$ cat src/rtl/core_ctrl_pkg.sv
// Shared encodings for the multicycle core controller: FSM states, opcodes
// and the datapath select codes the controller drives.
package core_ctrl_pkg;

    typedef enum logic [3:0] {
        RST      = 4'd0,
        FETCH    = 4'd1,
        DECODE   = 4'd2,
        MEMADR   = 4'd3,
        MEMREAD  = 4'd4,
        MEMWB    = 4'd5,
        MEMWRITE = 4'd6,
        EXECR    = 4'd7,
        EXECI    = 4'd8,
        ALUWB    = 4'd9,
        JAL      = 4'd10,
        BRANCH   = 4'd11
    } state_e;

    localparam logic [6:0] OP_LW  = 7'b0000011;
    localparam logic [6:0] OP_SW  = 7'b0100011;
    localparam logic [6:0] OP_R   = 7'b0110011;
    localparam logic [6:0] OP_I   = 7'b0010011;
    localparam logic [6:0] OP_JAL = 7'b1101111;
    localparam logic [6:0] OP_BR  = 7'b1100011;

    localparam logic [1:0] ALU_ADD   = 2'b00;
    localparam logic [1:0] ALU_SUB   = 2'b01;
    localparam logic [1:0] ALU_FUNCT = 2'b10;

    localparam logic [1:0] RES_ALUOUT = 2'b00;
    localparam logic [1:0] RES_DATA   = 2'b01;
    localparam logic [1:0] RES_ALURES = 2'b10;

    localparam logic [1:0] SRCA_PC    = 2'b00;
    localparam logic [1:0] SRCA_OLDPC = 2'b01;
    localparam logic [1:0] SRCA_RD1   = 2'b10;

    localparam logic [1:0] SRCB_RD2  = 2'b00;
    localparam logic [1:0] SRCB_IMM  = 2'b01;
    localparam logic [1:0] SRCB_FOUR = 2'b10;

    localparam logic [1:0] IMM_I = 2'b00;
    localparam logic [1:0] IMM_S = 2'b01;
    localparam logic [1:0] IMM_B = 2'b10;
    localparam logic [1:0] IMM_J = 2'b11;

    function automatic logic op_supported(input logic [6:0] op);
        return (op == OP_LW) || (op == OP_SW) || (op == OP_R) ||
               (op == OP_I) || (op == OP_JAL) || (op == OP_BR);
    endfunction

endpackage

$ cat src/rtl/instr_dec_imm.sv
// Opcode to immediate-format decoder; purely combinational and independent
// of the controller state.
module instr_dec_imm
    import core_ctrl_pkg::*;
(
    input  logic [6:0] op_i,
    output logic [1:0] imm_src_o
);

    always_comb begin
        imm_src_o = IMM_I;
        case (op_i)
            OP_LW, OP_I: imm_src_o = IMM_I;
            OP_SW:       imm_src_o = IMM_S;
            OP_BR:       imm_src_o = IMM_B;
            OP_JAL:      imm_src_o = IMM_J;
            default:     imm_src_o = IMM_I;
        endcase
    end

endmodule

$ cat src/rtl/main_fsm.sv
// Multicycle RISC-V control FSM: sequences each instruction, drives datapath
// selects/enables and counts retired instructions.
module main_fsm
    import core_ctrl_pkg::*;
#(
    parameter int CNT_W = 32
) (
    input  logic             clk,
    input  logic             rst_n,
    input  logic [6:0]       Op,
    input  logic [2:0]       Funct3,
    input  logic             Zero,
    input  logic             Mem_Ready,
    output logic             Pc_Write,
    output logic             Adr_Src,
    output logic             Mem_Write,
    output logic             Ir_Write,
    output logic [1:0]       Result_Src,
    output logic [1:0]       Alu_Src_A,
    output logic [1:0]       Alu_Src_B,
    output logic             Reg_Write,
    output logic [1:0]       Alu_Op,
    output logic [1:0]       Imm_Src,
    output logic             Illegal_Instr,
    output logic [CNT_W-1:0] Instr_Count,
    output logic [3:0]       Dbg_State
);

    // Memory handshake: an access (FETCH, MEMREAD, MEMWRITE) holds its state
    // and its request outputs until a cycle with Mem_Ready = 1, which both
    // completes the access and advances the FSM on the next edge.

    state_e           state_q, state_d;
    logic [CNT_W-1:0] cnt_q, cnt_d;
    logic             retire;
    logic             unused_funct3;

    assign unused_funct3 = ^Funct3[2:1];

    instr_dec_imm u_dec_imm (
        .op_i      (Op),
        .imm_src_o (Imm_Src)
    );

    always_ff @(posedge clk or negedge rst_n) begin
        if (!rst_n) begin
            state_q <= RST;
        end else begin
            state_q <= state_d;
        end
    end

    always_ff @(posedge clk or negedge rst_n) begin
        if (!rst_n) begin
            cnt_q <= '0;
        end else begin
            cnt_q <= cnt_d;
        end
    end

    always_comb begin
        state_d = state_q;
        retire  = 1'b0;
        case (state_q)
            RST:      state_d = FETCH;
            FETCH:    if (Mem_Ready) state_d = DECODE;
            DECODE: begin
                case (Op)
                    OP_LW, OP_SW: state_d = MEMADR;
                    OP_R:         state_d = EXECR;
                    OP_I:         state_d = EXECI;
                    OP_JAL:       state_d = JAL;
                    OP_BR:        state_d = BRANCH;
                    default:      state_d = FETCH;
                endcase
            end
            MEMADR:   state_d = Op[5] ? MEMWRITE : MEMREAD;
            MEMREAD:  if (Mem_Ready) state_d = MEMWB;
            MEMWB: begin
                state_d = FETCH;
                retire  = 1'b1;
            end
            MEMWRITE: begin
                if (Mem_Ready) begin
                    state_d = FETCH;
                    retire  = 1'b1;
                end
            end
            EXECR:    state_d = ALUWB;
            EXECI:    state_d = ALUWB;
            JAL:      state_d = ALUWB;
            ALUWB, BRANCH: begin
                state_d = FETCH;
                retire  = 1'b1;
            end
            default:  state_d = FETCH;
        endcase
    end

    assign cnt_d = retire ? cnt_q + CNT_W'(1) : cnt_q;

    always_comb begin
        Pc_Write      = 1'b0;
        Adr_Src       = 1'b0;
        Mem_Write     = 1'b0;
        Ir_Write      = 1'b0;
        Result_Src    = RES_ALUOUT;
        Alu_Src_A     = SRCA_PC;
        Alu_Src_B     = SRCB_RD2;
        Reg_Write     = 1'b0;
        Alu_Op        = ALU_ADD;
        Illegal_Instr = 1'b0;
        case (state_q)
            FETCH: begin
                Alu_Src_B  = SRCB_FOUR;
                Result_Src = RES_ALURES;
                Ir_Write   = Mem_Ready;
                Pc_Write   = Mem_Ready;
            end
            DECODE: begin
                Alu_Src_A     = SRCA_OLDPC;
                Alu_Src_B     = SRCB_IMM;
                Illegal_Instr = !op_supported(Op);
            end
            MEMADR: begin
                Alu_Src_A = SRCA_RD1;
                Alu_Src_B = SRCB_IMM;
            end
            MEMREAD:  Adr_Src = 1'b1;
            MEMWB: begin
                Result_Src = RES_DATA;
                Reg_Write  = 1'b1;
            end
            MEMWRITE: begin
                Adr_Src   = 1'b1;
                Mem_Write = 1'b1;
            end
            EXECR: begin
                Alu_Src_A = SRCA_RD1;
                Alu_Op    = ALU_FUNCT;
            end
            EXECI: begin
                Alu_Src_A = SRCA_RD1;
                Alu_Src_B = SRCB_IMM;
                Alu_Op    = ALU_FUNCT;
            end
            JAL: begin
                Alu_Src_A = SRCA_OLDPC;
                Alu_Src_B = SRCB_FOUR;
                Pc_Write  = 1'b1;
            end
            ALUWB:    Reg_Write = 1'b1;
            BRANCH: begin
                // beq takes on Zero, bne (Funct3[0] = 1) on !Zero
                Alu_Src_A = SRCA_RD1;
                Alu_Op    = ALU_SUB;
                Pc_Write  = Zero ^ Funct3[0];
            end
            default: ;
        endcase
    end

    assign Instr_Count = cnt_q;
    assign Dbg_State   = state_q;

endmodule

$ cat config.mk
export PLATFORM = sky130hd
export DESIGN_NAME = main_fsm
export DESIGN_NICKNAME = d
export VERILOG_FILES = /design/src/rtl/core_ctrl_pkg.sv /design/src/rtl/instr_dec_imm.sv /design/src/rtl/main_fsm.sv
export SDC_FILE = /design/constraint.sdc
export NUM_CORES = 1
export LEC_CHECK = 0
export BUFFER_PORTS_ARGS = -buffer_cell sky130_fd_sc_hd__buf_2
export CORE_MARGIN = 10
export CORE_UTILIZATION = 28
export DETAILED_ROUTE_END_ITERATION = 16
export MAX_ROUTING_LAYER = met4
export PLACE_DENSITY = 0.61
export SLEW_MARGIN = 20
export SYNTH_ARGS = -nofsm -noshare
export SYNTH_HDL_FRONTEND = slang
export SYNTH_SLANG_ARGS = --single-unit
$ cat constraint.sdc
create_clock -name clk -period 4.72 [get_ports clk]
set_clock_uncertainty 0.1 [all_clocks]
set_input_delay 0.472 -clock clk [delete_from_list [all_inputs] [get_ports clk]]
set_output_delay 0.472 -clock clk [all_outputs]
set_load 0.01 [all_outputs]
# Word level (Yosys, flattened, before mapping)
# Cells that the tools add are included.
[classes]
multipliers = 0
shifts = 0
n_mux = 19
n_lt_le_gt_ge = 0
n_reduce_logical = 17
div = 0
bitwise_logic = 1
eq_ne = 20
addsub = 1
[ops]
columns = ["cell", "count"]
rows = [
  ["$add 32x1->32 const B", 1],
  ["$pmux 4 s6", 1],
  ["$pmux 4 s5", 1],
  ["$eq 4x3->1 const B", 4],
  ["$eq 4x4->1 const B", 4],
  ["$pmux 2 s2", 4],
  ["$eq 7x6->1 const B", 2],
  ["$eq 7x7->1 const B", 2],
  ["$mux 4", 3],
  ["$reduce_or 2->1", 6],
  ["$reduce_or 3->1", 3],
  ["$eq 4x2->1 const B", 2],
  ["$eq 7x2->1 const B", 1],
  ["$eq 7x5->1 const B", 1],
  ["$mux 1", 6],
  ["$ne 2x2->1 const B", 3],
  ["$pmux 2 s3", 1],
  ["$logic_or 1x1->1", 5],
  ["$eq 4x1->1 const B", 1],
  ["$reduce_or 4->1", 1],
  ["$pmux 1 s3", 1],
  ["$reduce_and 3->1", 1],
  ["$mux 2", 1],
  ["$pmux 1 s2", 1],
  ["other kinds (2)", 2],
]
[word_totals]
memories = 0
register_bits = 36
output_inout_bits = 52
rom_bits = 0
ramBits = 0
latchBits = 0

# Longest topological paths before layout
# Gate-level depths: netlist (run 1).
[logic_depth]
ltp_word = 8
ltp_mapped = 6
mapped_depth_nobuf = 5

# Hierarchy
# A second synthesis (run 1) with hierarchy kept.
[hier_totals]
hier_cells = 217
hier_area_um2 = 2195.9
[modules_own_cells]
columns = ["module", "cells_per_inst", "instances", "area_per_inst_um2"]
rows = [
  ["main_fsm", 211, 1, 2152.1],
  ["instr_dec_imm", 6, 1, 43.8],
]

# Worst setup path before layout (run 1)
# No wires, ideal clock.
[synth_path]
path_kind = "flip-flop to output port"
from = "reg state_q[1] (netlist: Dbg_State[1])"
to = "out Alu_Src_B[1]"
required_time_ps = 4148
path_slack_ps = 2725
path_stages_with_launch = 5
path_buffers = 1
t_arrival_ps = 1423
cell_sequence = "dfrtp_1 -> clkbuf_1 -> inv_1 -> or3_1 -> a21oi_1"
[synth_between]
elab_chain_len = 3
elab_cells_between_ends = 8
classes_between = "eq/ne (5); mux (1); reduce/logical (2)"
[synth_rtl]
columns = ["element", "line", "source"]
rows = [
  ["from (decl)", "main_fsm.sv:33", "state_e state_q, state_d;"],
  ["from (signal assigned)", "main_fsm.sv:49", "state_q <= state_d;"],
  ["$eq 4x2->1, or another cell as far along", "main_fsm.sv:113", "case (state_q)"],
  ["$reduce_or 3->1 (no line) or $reduce_or 2->1 (tied branches)", "n/a", ""],
  ["$pmux 2 s2 (*)", "main_fsm.sv:113", ""],
  ["to (decl)", "main_fsm.sv:20", "output logic [1:0] Alu_Src_B,"],
]
# Every way passes the cells marked *; elsewhere a longest branch is shown, timed or not.

# Worst setup path after layout (run 1)
# Ends and elaborated chain as after synthesis.

==> results of run 1 <==
[kinds of logic (layout without fill, tap and decap cells)]
group	Yosys count	in the layout
DFF	36	36
adders and majority gates	1	1
AOI/OAI and AO/OA	30	30
and+or+nand+nor	109	109
buffers and inverters	15	77
xor gates and xnor gates	32	32
[cells in the final DEF (no fill, tap or decap), drive strengths merged, types with 3 or more instances in the layout]
cell type  Yosys  final
a21oi          9      9
and2           3      3
and3           7      7
and4           5      5
buf            7     65
clkbuf         4      5
clkinv         0      3
dfrtp         36     36
inv            4      4
nand2         22     22
nand2b         4      4
nand3          8      8
nand3b         3      3
nand4          8      8
nor2          15     15
nor3           8      8
nor3b          4      4
nor4           5      5
nor4b          7      7
o21ai          4      4
o22ai          3      3
xnor2         10     10
xor2          22     22
[worst max-delay path, stage by stage (launching register included)]
cell and delay [ns]:
dfrtp_1 0.65, inv_1 0.19, or3_1 0.39, a21oi_1 0.12, buf_2 0.16
[state kept, by name (all words and copies together) (netlist names)]
| name | cells |
|---|---|
| Instr_Count | 32 |
| Dbg_State | 4 |
[where the power goes]
| group | switching, mW | internal [mW] | total (mW) |
|---|---|---|---|
| registers | 0.0900 | 0.337 | 0.427 |
| clock network | 0.110 | 0.103 | 0.213 |
| logic | 0.215 | 0.165 | 0.380 |
| total | 0.415 | 0.605 | 1.02 |
[final timing paths]
| check | cells past startpoint | from | slack, ns | to |
|---|---|---|---|---|
| max | 4 | Dbg_State[1]$_DFFE_PN0P_ | 2.35 | Alu_Src_B[1] |
| min | 1 | rst_n | 0.16 | Instr_Count[10]$_DFFE_PN0P_ |
| max reg2reg | 5 | Dbg_State[0]$_DFFE_PN0P_ | 2.39 | Instr_Count[31]$_DFFE_PN0P_ |
| min reg2reg | 1 | Instr_Count[31]$_DFFE_PN0P_ | 0.38 | Instr_Count[31]$_DFFE_PN0P_ |
| max in group asynchronous | 1 | rst_n | 3.85 | Instr_Count[14]$_DFFE_PN0P_ |
| min in group clk | 1 | Instr_Count[31]$_DFFE_PN0P_ | 0.38 | Instr_Count[31]$_DFFE_PN0P_ |
[layer usage]
metal | part of all wire | wire length [um] | up-vias
li1 | - | - | 939
met1 | 0.48 | 2640 | 886
met2 | 0.44 | 2460 | 60
met3 | 0.071 | 397 | 4
met4 | 0.0097 | 54 | 0
met5 | 0 | 0 | -
[cell type report]
cell class / count / area (um2)
clock buffers: 5 / 68.8
clock inverters: 3 / 18.8
fillers: 822 / 5040
inverters: 4 / 15.0
flip-flops and latches: 36 / 901
multi-input cells: 172 / 1260
well taps: 102 / 128
repair buffers: 65 / 338
[metrics by stage]
step	utilization	total power [mW]	instance area [um2]	hold WS, ns
final	0.351	1.02	2730	0.155
after global placement	0.338	0.805	2620	0.354
after CTS	0.349	1.03	2710	0.188
after floorplan	-	0.681	2240	0.0764
after global routing	0.351	1.10	2730	0.239
after detailed placement	0.338	0.810	2620	0.376
==> metrics.txt, run 1 <==
die width about 110 um; first-pass GRT wire length 9020 um; CP Class reg -> out; Top Usage Layer GRT met2; vias per cell 4.88; DP Cell Count 378; synth top area cells dfrtp_1 (40%), xor2_1 (8.6%), xnor2_1 (3.9%); Synthesis Warnings 0; Vias 1889; GP Congestion 0.759; final worst slack roughly 2.4 ns; Slew HR 0.477; io pins 66; CORE AREA a little under 8000 um2; ANT cells 0; Setup-failing EPs final 0; fin. max-slew vios 0; CP endpoint kind output port; H-tree levels 2; Seq/Total Area, Yosys 0.402; ys async rst share 1.00; register bit total from synthesis 36; Synth top area share 0.402; met3 global-route usage 0.0246; RSZ-0062 raised after global routing no; Max-cap violations 0; FP Rows 32; Clock transition at path regs about 0.08 ns; Non-Filler Instances 387; PD cells 374 nW/um2; Crit path required time 4.15 ns; post-synthesis simple-gate area fraction 0.336; setup bufs post-CTS 0; Detailed Route Iter0 Violations 40; fin nets 299; Critical Path Source Type flop; worst-margin pin slew 0.784 ns; die footprint around 12000 um2; total CTS buffers 5; die height around 110 um; Synth Area in XOR/XNOR 0.125; largest family of logic cells by synthesized area simple AND/OR/NAND/NOR gates; Synth top cells by count dfrtp_1 (36), nand2_1 (22), xor2_1 (22), nor2_1 (15), xnor2_1 (10); DRC 0; CTS Root Cell clkbuf_8; GRT met1 Usage 0.120; Synth Instances ~220; proportion of synthesized area in mux cells 0; maximum root-to-sink buffer count 2; area growth from synthesis to layout 21.8%; Syn Nets 238; Post-CTS Resized 0; Tmin final 2.37 ns; dpl ws 1.98 ns; Post-CTS Hold Buffers 0; outcome finished, final reports clean; initial antenna violation count 0; drt pass-1 iters 4; post-synthesis compound-gate area fraction 0.0950; Fmax roughly 0.42 GHz; Clock Sinks 36; Post-synth EDFFs 0; Mapped Area 2240 um2; Final period util 0.502; grt total ovfl 0; critical path data arrival time 1.80 ns; Hold Fails Final Rpt 0; post-DP HPWL 4160 um; Post-Synth Adder-Cell Area 0.00559; Max IR drop VDD ~0.23 mV; predominant post-synthesis flop cell dfrtp_1; number of distinct library cells after synthesis 54; gr usage total 0.0950; pin count of the biggest net entering global routing 37; CTS tree yes; Mapped Avg Cell Area approximately 10 um2; Starting Density 0.288; final wirelength 5550 um; area leader, netlist dfrtp_1; Pleak 1.40 nW; crit path max fanout 16; count leader, synth dfrtp_1; met2 Use GR 0.147; vias in the first global route 1829; Setup Total Neg Slack 0 ns; layout cells sized above 1 0.333; worst skew pair latency 0.29 ns; Hold WC Path Type in -> async; antenna-violating nets left 0; PortBufs 63; DR WL/cell between 10 and 15 um
No activity file was read; power rests on OpenSTA's default activity.
==> inputs of run 2 (changes only) <==
==> constraint.sdc (replaced) <==
create_clock -name clk -period 2.3 [get_ports clk]
set_clock_uncertainty 0.1 [all_clocks]
set_input_delay 0.23 -clock clk [delete_from_list [all_inputs] [get_ports clk]]
set_output_delay 0.23 -clock clk [all_outputs]
set_load 0.01 [all_outputs]
==> run 2 against run 1 <==
Net effect: critical path depth grew 1; sequential share of layout area shrank 0.68 points; sequential power grew 81%; clock power grew to 2.6 times the previous value; clock-buffer cell count grew 1; critical path type unchanged; largest cell class unchanged; largest power group is now combinational cells.
==> metrics.txt, run 2 (synthesis gave the netlist of run 1 again) <==
Final period util 0.839; post-layout util 0.358 (+0.00741); Slew HR 0.458 (-0.0198); die footprint 12000 um2 (unchanged); FILL cells 828 (+0.73%); dpl ws 0.402 ns (-1.58 ns); most frequent cells in the layout buf_2 (63), dfrtp_1 (36), nand2_1 (22), xor2_1 (22), nor2_1 (15); CP endpoint kind output port; Hold Fails Final Rpt 0 (unchanged); Metal-1 WL 2660 um (+0.49%); worst r2r src Instr_Count[0]$_DFFE_PN0P_; hold path endpoint Dbg_State[3]$_DFFE_PN0P_; FP Rows 32 (unchanged); gr usage total 0.0949 (about the same); Hold WC Path Type in -> reg; CTS tree yes; setup bufs post-CTS 0 (unchanged); top sig layer met4; drt pass-1 iters 4 (unchanged); Clock transition at path regs 0.07 ns (about the same); flop-to-flop setup slack 0.41 ns (-1.98 ns); layout cells sized above 1 0.336 (+0.00231); Max-cap violations 0 (unchanged); Clock Sinks 36 (unchanged); first-pass GRT wire length 9070 um (+0.53%); Slowest Stage Delay on Critical Path 0.38 ns (-0.27 ns); io pins 66 (unchanged); critical-path cell list buf_4 -> inv_1 -> or3_1 -> a21oi_1 -> buf_2; area growth from synthesis to layout 24.4%; die height 109 um (unchanged); die width 109 um (unchanged); crit path max fanout 14 (-2); DRC 0 (unchanged); initial antenna violation count 0 (unchanged); fin. max-slew vios 0 (unchanged); pin count of the biggest net entering global routing 37 (unchanged); vias per cell 4.77 (-2.2%); Setup-failing EPs final 0 (unchanged); Tmin final 1.93 ns; Detailed Route Iter0 Violations 53 (+33%); Pleak 1.43 nW (+2.2%); Vias 1867 (-1.2%); PD cells 804 nW/um2 (+110%); DP Area 2670 um2 (+1.6%); commonest non-fill, non-tap cell in the layout buf_2; hold path cells 4; grt total ovfl 0 (unchanged); Crit Reg-Reg Endpoint Instr_Count[28]$_DFFE_PN0P_; vias in the first global route 1846 (+0.93%); PortBufs 63 (unchanged); CTS Root Cell clkbuf_8; Starting Density 0.288 (unchanged); post-DP HPWL 4190 um (+0.58%); H-tree levels 2 (unchanged); Non-Filler Instances 391 (+1.0%); Setup Total Neg Slack 0 ns (unchanged); Worst Hold Launch Op[2]; Post-CTS Hold Buffers 1 (+1); Max IR drop VDD 0.504 mV (+120%); final worst slack 0.370 ns (-1.98 ns); maximum root-to-sink buffer count 2 (unchanged); Crit path required time 1.97 ns (-2.18 ns); DP Cell Count 382 (+1.1%); Critical Path Source Type flop; WHS 0.303 ns (+0.147 ns); Post-CTS Resized 0 (unchanged); GP Congestion 0.742 (-2.2%); Largest register FFs 32 (unchanged); RSZ-0062 raised after global routing no; Slowest cell on crit path or3_1; outcome finished, final reports clean; final wirelength 5530 um (-0.40%); ANT cells 0 (unchanged); CP Class reg -> out; antenna-violating nets left 0 (unchanged); worst skew pair latency 0.29 ns (about the same); Fmax between 0.5 and 0.6 GHz; DR WL/cell 14.1 um (-1.4%); fin nets 303 (+1.3%); area of the multi-input gates 1260 um2 (unchanged); total CTS buffers 5 (unchanged); wire length on met2 2470 um (+0.49%); fin area 2780 um2 (+2.1%); CORE AREA 7770 um2 (unchanged); Worst R2R Path Depth 5 (unchanged); metal3 WL 358 um (-9.8%); register area 901 um2 (unchanged); critical path buffer and inverter count 3 (+1); Tot Pwr 2.24 mW (+120%); worst-margin pin slew 0.814 ns (+0.0296 ns); critical path data arrival time 1.60 ns (-0.20 ns); Top delay family on crit path buffers and inverters
-- run 2: area by class of cell --
cell class                      count  area share
Clock buffer                        6      0.0261
Timing Repair Buffer               69       0.135
Tap cell                          102      0.0458
Multi-Input combinational cell    172       0.452
Inverter                            4     0.00539
Clock inverter                      2      0.0126
Sequential cell                    36       0.324
-- run 2: how the worst max path moves through the flow --
stage / from / to / slack [ns] / depth (start not counted)
global route: Dbg_State[1]$_DFFE_PN0P_ / Alu_Src_B[1] / 0.25 / 5
CTS: Dbg_State[1]$_DFFE_PN0P_ / Alu_Src_B[1] / 0.35 / 5
global placement: Instr_Count[0]$_DFFE_PN0P_ / Instr_Count[30]$_DFFE_PN0P_ / 0.45 / 5
floorplan: Dbg_State[2]$_DFFE_PN0P_ / Instr_Count[27]$_DFFE_PN0P_ / 0.50 / 6
detailed placement: Instr_Count[0]$_DFFE_PN0P_ / Instr_Count[28]$_DFFE_PN0P_ / 0.40 / 5
finish: Dbg_State[1]$_DFFE_PN0P_ / Alu_Src_B[1] / 0.37 / 5
-- run 2: worst min-delay path, cell delays in order --
cell     delay, ns
buf_2         0.10
nor2_1        0.07
a21oi_1       0.12
o21ai_0       0.10
-- run 2: where the power goes --
part / switching (mW) / internal, mW
clock: 0.225 / 0.322
sequential: 0.0792 / 0.694
combinational: 0.543 / 0.374
total: 0.848 / 1.39
-- run 2: per-layer routing --
| metal | up-vias | global-route usage |
|---|---|---|
| met1 | 868 | 0.118 |
| met5 | - | - |
| met3 | 5 | 0.0228 |
| met2 | 54 | 0.149 |
| li1 | 940 | - |
| met4 | 0 | 0.0279 |
